## config.mk

```make
export PLATFORM = sky130hd
export DESIGN_NAME = vector_regcode_sequencer
export DESIGN_NICKNAME = d
export VERILOG_FILES = /design/src/rtl/vector_regcode_sequencer.sv
export SDC_FILE = /design/constraint.sdc
export NUM_CORES = 1
export LEC_CHECK = 0
export BUFFER_PORTS_ARGS = -buffer_cell sky130_fd_sc_hd__buf_2
export CAP_MARGIN = 20
export CORE_UTILIZATION = 50
export DETAILED_ROUTE_END_ITERATION = 7
export PLACE_DENSITY = 0.78
export SLEW_MARGIN = 10
export SYNTH_ARGS = -nofsm -noshare
export SYNTH_HDL_FRONTEND = slang
export SYNTH_SLANG_ARGS = --single-unit
```

## constraint.sdc

```tcl
create_clock -name clk -period 2.1 [get_ports clk]
set_clock_uncertainty 0.15 [all_clocks]
set_input_delay 0.21 -clock clk [delete_from_list [all_inputs] [get_ports clk]]
set_output_delay 0.21 -clock clk [all_outputs]
set_load 0.05 [all_outputs]
```

## src/rtl/vector_regcode_sequencer.sv

```systemverilog
// Purpose: expands one vector-register request (base, count, stride) into a stream of 5-bit register codes {1'b1, index}.
// Latency: first code one cycle after acceptance, then one code per cycle; done pulses the cycle after the final handshake.
// Backpressure: code_ready low stalls the stream with outputs held; start_ready is high only while idle.
// Optional feature macro VECTOR_REGCODE_CHECK_EN: adds err and rejects count>16 (otherwise count>16 is clamped to 16).
module vector_regcode_sequencer #(
  parameter int STEP_W = 4
) (
  input  logic              clk,
  input  logic              rst,
  input  logic              start_valid,
  output logic              start_ready,
  input  logic [3:0]        base_vector,
  input  logic [4:0]        count,
  input  logic [STEP_W-1:0] step,
  output logic              code_valid,
  input  logic              code_ready,
  output logic [4:0]        register_code,
  output logic              last,
  output logic              done,
  output logic              busy
`ifdef VECTOR_REGCODE_CHECK_EN
  ,
  output logic              err
`endif
);

  typedef enum logic {IDLE, EMIT} stateT;

  stateT      state, stateNext;
  logic [3:0] idx, idxNext;
  logic [4:0] rem, remNext;
  logic [3:0] stp, stpNext;
  logic       doneReg, doneNext;
  logic [4:0] effCount;
`ifdef VECTOR_REGCODE_CHECK_EN
  logic       errReg, errNext;
  logic       overRange;
`endif

  // Stride is applied modulo 16: only the low nibble ever matters.
  logic [3:0] stepLow;
  assign stepLow = 4'(step);

  // Outputs decode straight from registered state; start_ready is also held low during reset.
  assign start_ready   = (state == IDLE) && !rst;
  assign code_valid    = (state == EMIT);
  assign busy          = (state == EMIT);
  assign register_code = {1'b1, idx};
  assign last          = (state == EMIT) && (rem == 5'd1);
  assign done          = doneReg;
`ifdef VECTOR_REGCODE_CHECK_EN
  assign err           = errReg;
`endif

  // Over-range handling: rejected when checking is built in, otherwise clamped to a full 16-register sweep.
  always_comb begin
`ifdef VECTOR_REGCODE_CHECK_EN
    overRange = (count > 5'd16);
    effCount  = count;
`else
    effCount  = (count > 5'd16) ? 5'd16 : count;
`endif
  end

  // Next-state and datapath updates; done/err are one-cycle pulses unless re-set here.
  always_comb begin
    stateNext = state;
    idxNext   = idx;
    remNext   = rem;
    stpNext   = stp;
    doneNext  = 1'b0;
`ifdef VECTOR_REGCODE_CHECK_EN
    errNext   = 1'b0;
`endif
    case (state)
      IDLE: begin
        if (start_valid) begin
          idxNext = base_vector;
          remNext = effCount;
          stpNext = stepLow;
`ifdef VECTOR_REGCODE_CHECK_EN
          if (overRange) begin
            doneNext = 1'b1;
            errNext  = 1'b1;
          end else
`endif
          if (effCount == 5'd0) begin
            doneNext = 1'b1;
          end else begin
            stateNext = EMIT;
          end
        end
      end
      EMIT: begin
        if (code_ready) begin
          idxNext = idx + stp;
          remNext = rem - 5'd1;
          if (rem == 5'd1) begin
            stateNext = IDLE;
            doneNext  = 1'b1;
          end
        end
      end
      default: stateNext = IDLE;
    endcase
  end

  // State register; reset abandons any request in flight without a done pulse.
  always_ff @(posedge clk) begin
    if (rst) begin
      state   <= IDLE;
      idx     <= 4'd0;
      rem     <= 5'd0;
      stp     <= 4'd0;
      doneReg <= 1'b0;
`ifdef VECTOR_REGCODE_CHECK_EN
      errReg  <= 1'b0;
`endif
    end else begin
      state   <= stateNext;
      idx     <= idxNext;
      rem     <= remNext;
      stp     <= stpNext;
      doneReg <= doneNext;
`ifdef VECTOR_REGCODE_CHECK_EN
      errReg  <= errNext;
`endif
    end
  end

endmodule

```

== Yosys cells after proc, flatten, opt, wreduce, memory -nomap -nowiden ==
Cells that the tools add are included.

* Register bits after elaboration: 15
* Output and inout bits: 10
* Input port bits: 17

* Reductions and logical operators: 6
* Add/sub/neg operators: 2
* $lt $le $gt $ge: 1
* Equality and inequality tests: 3
* Multiplexer cells: 17
* Bitwise logic cells: 1

{| class="wikitable"
|+ Operators with widths
! cell !! number
|-
| $mux 5 || 3
|-
| $pmux 5 s2 || 1
|-
| $mux 1 || 8
|-
| $mux 4 || 2
|-
| $pmux 4 s2 || 1
|-
| $eq 5x1->1 const B || 1
|-
| $gt 5x5->1 const B || 1
|-
| $logic_not 5->1 || 1
|-
| $sub 5x1->5 const B || 1
|-
| $add 4x4->4 || 1
|-
| $ne 2x2->1 const B || 2
|-
| $pmux 1 s2 || 2
|-
| $reduce_and 2->1 || 2
|-
| $logic_and 1x1->1 || 2
|-
| $logic_not 1->1 || 1
|-
| $not 1->1 || 1
|}

== Logic depth before layout (Yosys ltp) ==
Gate-level depths: netlist of run 1.

* Depth after elaboration: 6
* Mapped depth: 6
* Gate-level depth less buffers: 6

== Worst setup path before layout of run 1 ==
No wires, ideal clock.

* Path type: register to output
* Start point: reg state (netlist: busy)
* End point: out last
* Arrival time: 2.244 ns
* Required time: 1.740 ns
* Stages on the path, launching flop included: 4
* Setup slack: -0.504 ns
* Buffers on the path: 2
* Cells stage by stage: dfxtp_1 buf_6 buf_2 nor3b_1

* Word-level cells in the longest chain between the ends: 1

{| class="wikitable"
|+ RTL lines
! element !! line !! source
|-
| start, declared || 29 || <nowiki>stateT state, stateNext;</nowiki>
|-
| start signal, assigned || 120 || <nowiki>state <= stateNext;</nowiki>
|-
| $logic_and 1x1->1 || 49 || <nowiki>assign last = (state == EMIT) && (rem == 5'd1);</nowiki>
|-
| end, declared || 18 || <nowiki>output logic last,</nowiki>
|}

No other way between the ends.

== Worst setup path in the final report of run 1 ==
* Start point: reg rem[1]
* End point: out last

* Word-level cells in the longest chain between the ends: 2

{| class="wikitable"
|+ RTL lines
! element !! line !! source
|-
| start, declared || 31 || <nowiki>logic [4:0] rem, remNext;</nowiki>
|-
| start signal, assigned || 122 || <nowiki>rem <= remNext;</nowiki>
|-
| $eq 5x1->1 || 49 ||
|-
| $logic_and 1x1->1 || 49 ||
|}

No other way between the ends.

==> results_dict.tcl, run 1 <==
set metrics [dict create \
    outcome "completed" \
    grt_pass1_wl_um 3300 \
    multi_input_area_um2 549 \
    cp.arrival_ps 1610 \
    fp.dieH_um 44.8 \
    cpPeakStageDelay_ps 390 \
    yosysTopAreaCellShare_pct 32.7 \
    crit_path_top_delay_cell "or3b_4" \
    antenna_found_initial 0 \
    synth.largest_area_cell "dfxtp_1" \
    synthTopCellsByCount "15 x dfxtp_1, 13 x nand2_1, 11 x a21oi_1" \
    register_area_um2 300 \
    overflow 0 \
    crit_chain "inv_1 > ha_1 > or3b_4 > nor3b_4 > buf_6" \
    clkSlewWorstSetupHoldPaths_ps 100 \
    setup_violations 0 \
    vdd_ir_drop_max_mv 0.391 \
    p_leak_nw 0.500 \
    fin_crit_sh_pct 93.7 \
    core-area_mm2 0.00173 \
    num-fill-cells 157 \
    synthToLayoutAreaGrowth_pct 20.1 \
    synth_ff_type "dfxtp_1" \
    cts_root_buffer "clkbuf_4" \
    end_kind "output port" \
    pwr_density_cell_mw_per_mm2 666 \
    regToRegSetupSlack_ps 280 \
    setup_tns_ps 0 \
    numClockSinks 15 \
    vias_per_cell 5.56 \
    dr.pass1.iters 4 \
    vias 907 \
    synth-seq-cells 15 \
    avgSynthCellArea_um2 8.12 \
    layout.nets 162 \
    yosysMostFrequentCell "dfxtp_1" \
    yosysWarningCount 0 \
    drt-initial-drc-count 25 \
    maxCapViolCount 0 \
    syn_nets 136 \
    antenna_left 0 \
    crit_required_ps 1740 \
    die_w_um 44.8 \
    post-dp-hpwl_um 1580 \
    grt_max_degree 17 \
    hold_violations 0 \
    post-route-min-period_ps 1970 \
    drt_wl_total_um 2130 \
    start_util_pct 53.1 \
    grt_usage_pct 22.8 \
    dieArea_mm2 0.00201 \
    fmax_mhz 508 \
    hold_class "input pin to flop" \
    numCtsBuffers 3 \
    syn-instance-count 113 \
    synth_enable_flop_cells 0 \
    synthTopCellsByArea "dfxtp_1 33%, ha_1 6.8%, a21oi_1 6.0%" \
    stdcell_count 163 \
    io_buffer_count 25 \
    drive_above_1_share_pct 26.1 \
    post-cts-setup-buffers 0 \
    clk_latency_ps 290 \
    cts_tree "done" \
    diodes 0 \
    rsz0062_at_grt "no" \
    drv_slew 0 \
    ys_types 38 \
    num_rows 15 \
    drc 0 \
    syn-cell-area_um2 917 \
    yosysSeqAreaShare_pct 32.7 \
    cp_max_fo 3 \
    gp_congestion 0.881 \
    start_kind "flop" \
    htree_levels 1 \
    dpl.cell_count 158 \
    async_reset_ff_share_pct 0 \
    grt_pass1_vias 757 \
    wl_per_cell_um 13.1 \
    final_util_pct 63.8 \
    io-pin-count 27 \
    crit_type "flop to output port" \
    cts_buffer_depth 2 \
]
==> placed cells by master, fill, tap and decap left out, types with 2 or more instances in the layout <==
cell and instances:
a211oi_1 2, a21oi_1 11, a31oi_1 3, buf_2 24, buf_4 2, clkbuf_4 3, dfxtp_1 15, ha_1 5
inv_1 10, mux2i_1 4, nand2_1 13, nor2_1 9, nor3_1 4, nor3b_1 2, o2111ai_1 2, o21ai_0 3
or3_1 2
==> metal layers <==
layer	vias up	part of all wire, %	track usage, %
met4	0	1.1	10.3
li1	447	-	-
met3	4	4.8	4.80
met2	32	48	34.7
met5	-	0	0
met1	424	46	31.1
==> worst paths after layout <==
kind | start | end | cells after the start
worst max-delay path | rem[1] | last | 5
worst min-delay path | step[3] | stp[3] | 3
worst max register to register | idx[2] | idx[3] | 5
worst min register to register | stp[0] | stp[0] | 2
==> cell type report <==
type,instances,area share (%)
Inverter,10,3.41
Clock buffer,4,2.39
Multi-Input combinational cell,81,49.9
Sequential cell,15,27.3
Timing Repair Buffer,28,14.2
Tap cell,25,2.84
==> repair_timing <==
item	CTS	global route
resized for setup	2	1
hold buffers	1	0
pin swaps	0	0
cloned	0	0
hold endpoints to repair	1	0
endpoints found under the setup margin	1	1
==> flip-flops by register name, indices dropped and copies added (netlist names) <==
register,count
idx,4
stp,4
done,1
rem,5
busy,1
==> stage by stage <==
stage          hold slack [ps]  setup slack (ps)  instance area, µm²  total power, mW
3_5_place_dp               307               271                1060            0.555
6_report                  2.12               132                1100            0.733
3_3_place_gp               300               305                1060            0.548
4_1_cts                  0.956              14.0                1100            0.730
5_1_grt                   6.81              17.2                1100            0.771
2_1_floorplan              196              26.7                 928            0.502
==> where the power goes <==
part	switching, mW	internal [mW]	leakage, nW	total (mW)
registers	0.0254	0.308	0.124	0.333
clock network	0.105	0.0740	0.0150	0.179
logic	0.137	0.0837	0.361	0.221
total	0.268	0.466	0.500	0.733
==> kinds of logic after synthesis <==
logic type	synth area share, %
XOR/XNOR	0.955
buffers and inverters	8.87
other	0.409
flip-flops	32.7
AO/OA/AOI/OAI	19.1
multiplexers	6.00
AND/OR/NAND/NOR	22.9
adder cells (fa/ha/maj)	9.00
==> critical path, delay by kind of cell (launching register included) <==
kind / cells / cell delay, ps
fa+ha+maj: 1 / 140
simple gates: 2 / 590
buf+inv: 2 / 270
flops: 1 / 320
Note: power is estimated with default switching activity, not from simulation.
==> inputs of run 2 (changes only) <==
--- a/config.mk
+++ b/config.mk
@@ -8,8 +8,9 @@
 export BUFFER_PORTS_ARGS = -buffer_cell sky130_fd_sc_hd__buf_2
 export CAP_MARGIN = 20
 export CORE_UTILIZATION = 50
+export CTS_CLUSTER_SIZE = 40
 export DETAILED_ROUTE_END_ITERATION = 7
-export PLACE_DENSITY = 0.78
+export PLACE_DENSITY = 0.87
 export SLEW_MARGIN = 10
 export SYNTH_ARGS = -nofsm -noshare
 export SYNTH_HDL_FRONTEND = slang
==> run 2 against run 1 <==
Against the previous run:
- the run now ends with negative hold slack left
- die area did not move
- routed wire length is 1.1% higher
- register-to-register slack hardly changed
- critical path depth unchanged
==> results_dict.tcl, run 2 (synthesized netlist as in run 1, its figures left out) <==
set metrics [dict create \
    power_mw 0.731 \
    rsz0062_at_grt "no" \
    clk_latency_ps 300 \
    drive_above_1_share_pct 26.3 \
    cp.arrival_ps 1620 \
    vias_per_cell 5.59 \
    layout.nets 161 \
    hold_class "input pin to flop" \
    final_common_cell "buf_2" \
    holdWs_ps -7.52 \
    wl_per_cell_um 13.3 \
    post-dp-hpwl_um 1530 \
    clkSlewWorstSetupHoldPaths_ps 100 \
    io-pin-count 27 \
    hold_violations 1 \
    cp_max_fo 3 \
    antenna_found_initial 0 \
    p_leak_nw 0.498 \
    antenna_left 0 \
    drv_slew 0 \
    design_area_mm2 0.00109 \
    grt_pass1_wl_um 3450 \
    register_area_um2 300 \
    failed_checks "negative hold slack" \
    crit_chain "inv_1 > ha_1 > or3b_4 > nor3b_4 > buf_6" \
    multi_input_area_um2 549 \
    num_rows 15 \
    grt_max_degree 17 \
    overflow 0 \
    dr.pass1.iters 4 \
    fmax_mhz 504 \
    placed_cell_area_mm2 0.00105 \
    grt_pass1_vias 834 \
    vdd_ir_drop_max_mv 0.313 \
    core-area_mm2 0.00173 \
    maxCapViolCount 0 \
    stdcell_count 162 \
    pwr_density_cell_mw_per_mm2 667 \
    fin_crit_sh_pct 94.5 \
    vias 906 \
    start_kind "flop" \
    drt_wl_total_um 2150 \
    synthToLayoutAreaGrowth_pct 19.4 \
    fp.dieH_um 44.8 \
    post-route-min-period_ps 1980 \
    gp_congestion 0.846 \
    drc 0 \
    final_cell_mix "24 x buf_2, 15 x dfxtp_1, 13 x nand2_1, 11 x a21oi_1, 10 x inv_1" \
    cts_tree "done" \
    setup_tns_ps 0 \
    largest-register "rem" \
    end_kind "output port" \
    cpPeakStageDelay_ps 390 \
    post-cts-setup-buffers 0 \
    largest_reg_flops 5 \
    grt_usage_pct 24.0 \
    crit_required_ps 1740 \
    io_buffer_count 25 \
    setup_violations 0 \
    drt-initial-drc-count 31 \
    htree_levels 1 \
    crit_type "flop to output port" \
    numClockSinks 15 \
    num-fill-cells 152 \
    dpl.cell_count 157 \
    cts_buffer_depth 2 \
    cts_root_buffer "clkbuf_4" \
    crit_path_top_delay_cell "or3b_4" \
    start_util_pct 53.1 \
    final_util_pct 63.4 \
    reg_top3 "rem (5), idx (4), stp (4)" \
    die_w_um 44.8 \
    numCtsBuffers 3 \
    outcome "finished with violations" \
    dieArea_mm2 0.00201 \
    diodes 0 \
]
## run 2: cell types whose count changed in the layout (fill, tap and decap cells not counted), sizes merged
cell    delta
clkinv     +1
buf        -1
clkbuf     -1
## run 2: layer usage
| metal | wire [µm] | part of all wire, % | up-vias | GRT usage (%) |
|---|---|---|---|---|
| met3 | 110 | 5.1 | 5 | 5.20 |
| li1 | - | - | 441 | - |
| met1 | 940 | 44 | 433 | 29.2 |
| met2 | 1060 | 49 | 27 | 40.0 |
| met5 | 0 | 0 | - | 0 |
| met4 | 40 | 1.9 | 0 | 12.1 |
## run 2: final timing paths
kind	start	end	slack [ps]	cells past startpoint
worst max-delay path	rem[1]	last	120	5
worst min register to register	stp[0]	stp[0]	320	2
worst max register to register	idx[2]	idx[3]	280	5
worst min-delay path	step[1]	stp[1]	-8	3
## run 2: layout make-up
cell class,instances,area share (%)
Multi-Input combinational cell,81,50.2
Sequential cell,15,27.4
Timing Repair Buffer,27,13.6
Inverter,10,3.43
Tap cell,25,2.86
Clock buffer,3,2.06
Clock inverter,1,0.457
## run 2: timing repair
action,in CTS,in global routing
hold endpoints to repair,1,0
gates cloned,0,0
hold buffers,1,0
endpoints found under the setup margin,1,1
gates resized for setup,2,1
## run 2: power breakdown
part           switching, mW  leakage, nW  internal [mW]
logic                  0.139        0.356         0.0826
clock network          0.107       0.0177         0.0711
registers             0.0240        0.124          0.308
## run 2: worst max-delay path, delay by kind of cell (launching register included)
kind	cells	cell delay [ps]
DFF	1	320
buffers and inverters	2	270
adders and majority gates	1	150
and+or+nand+nor	2	590
## run 2: through the flow
stage,worst slack [ps],hold WS [ps]
finish,116,-7.52
detailed placement,261,307
global route,46.9,1.01
global placement,301,301
floorplan,26.7,196
CTS,19.3,4.34
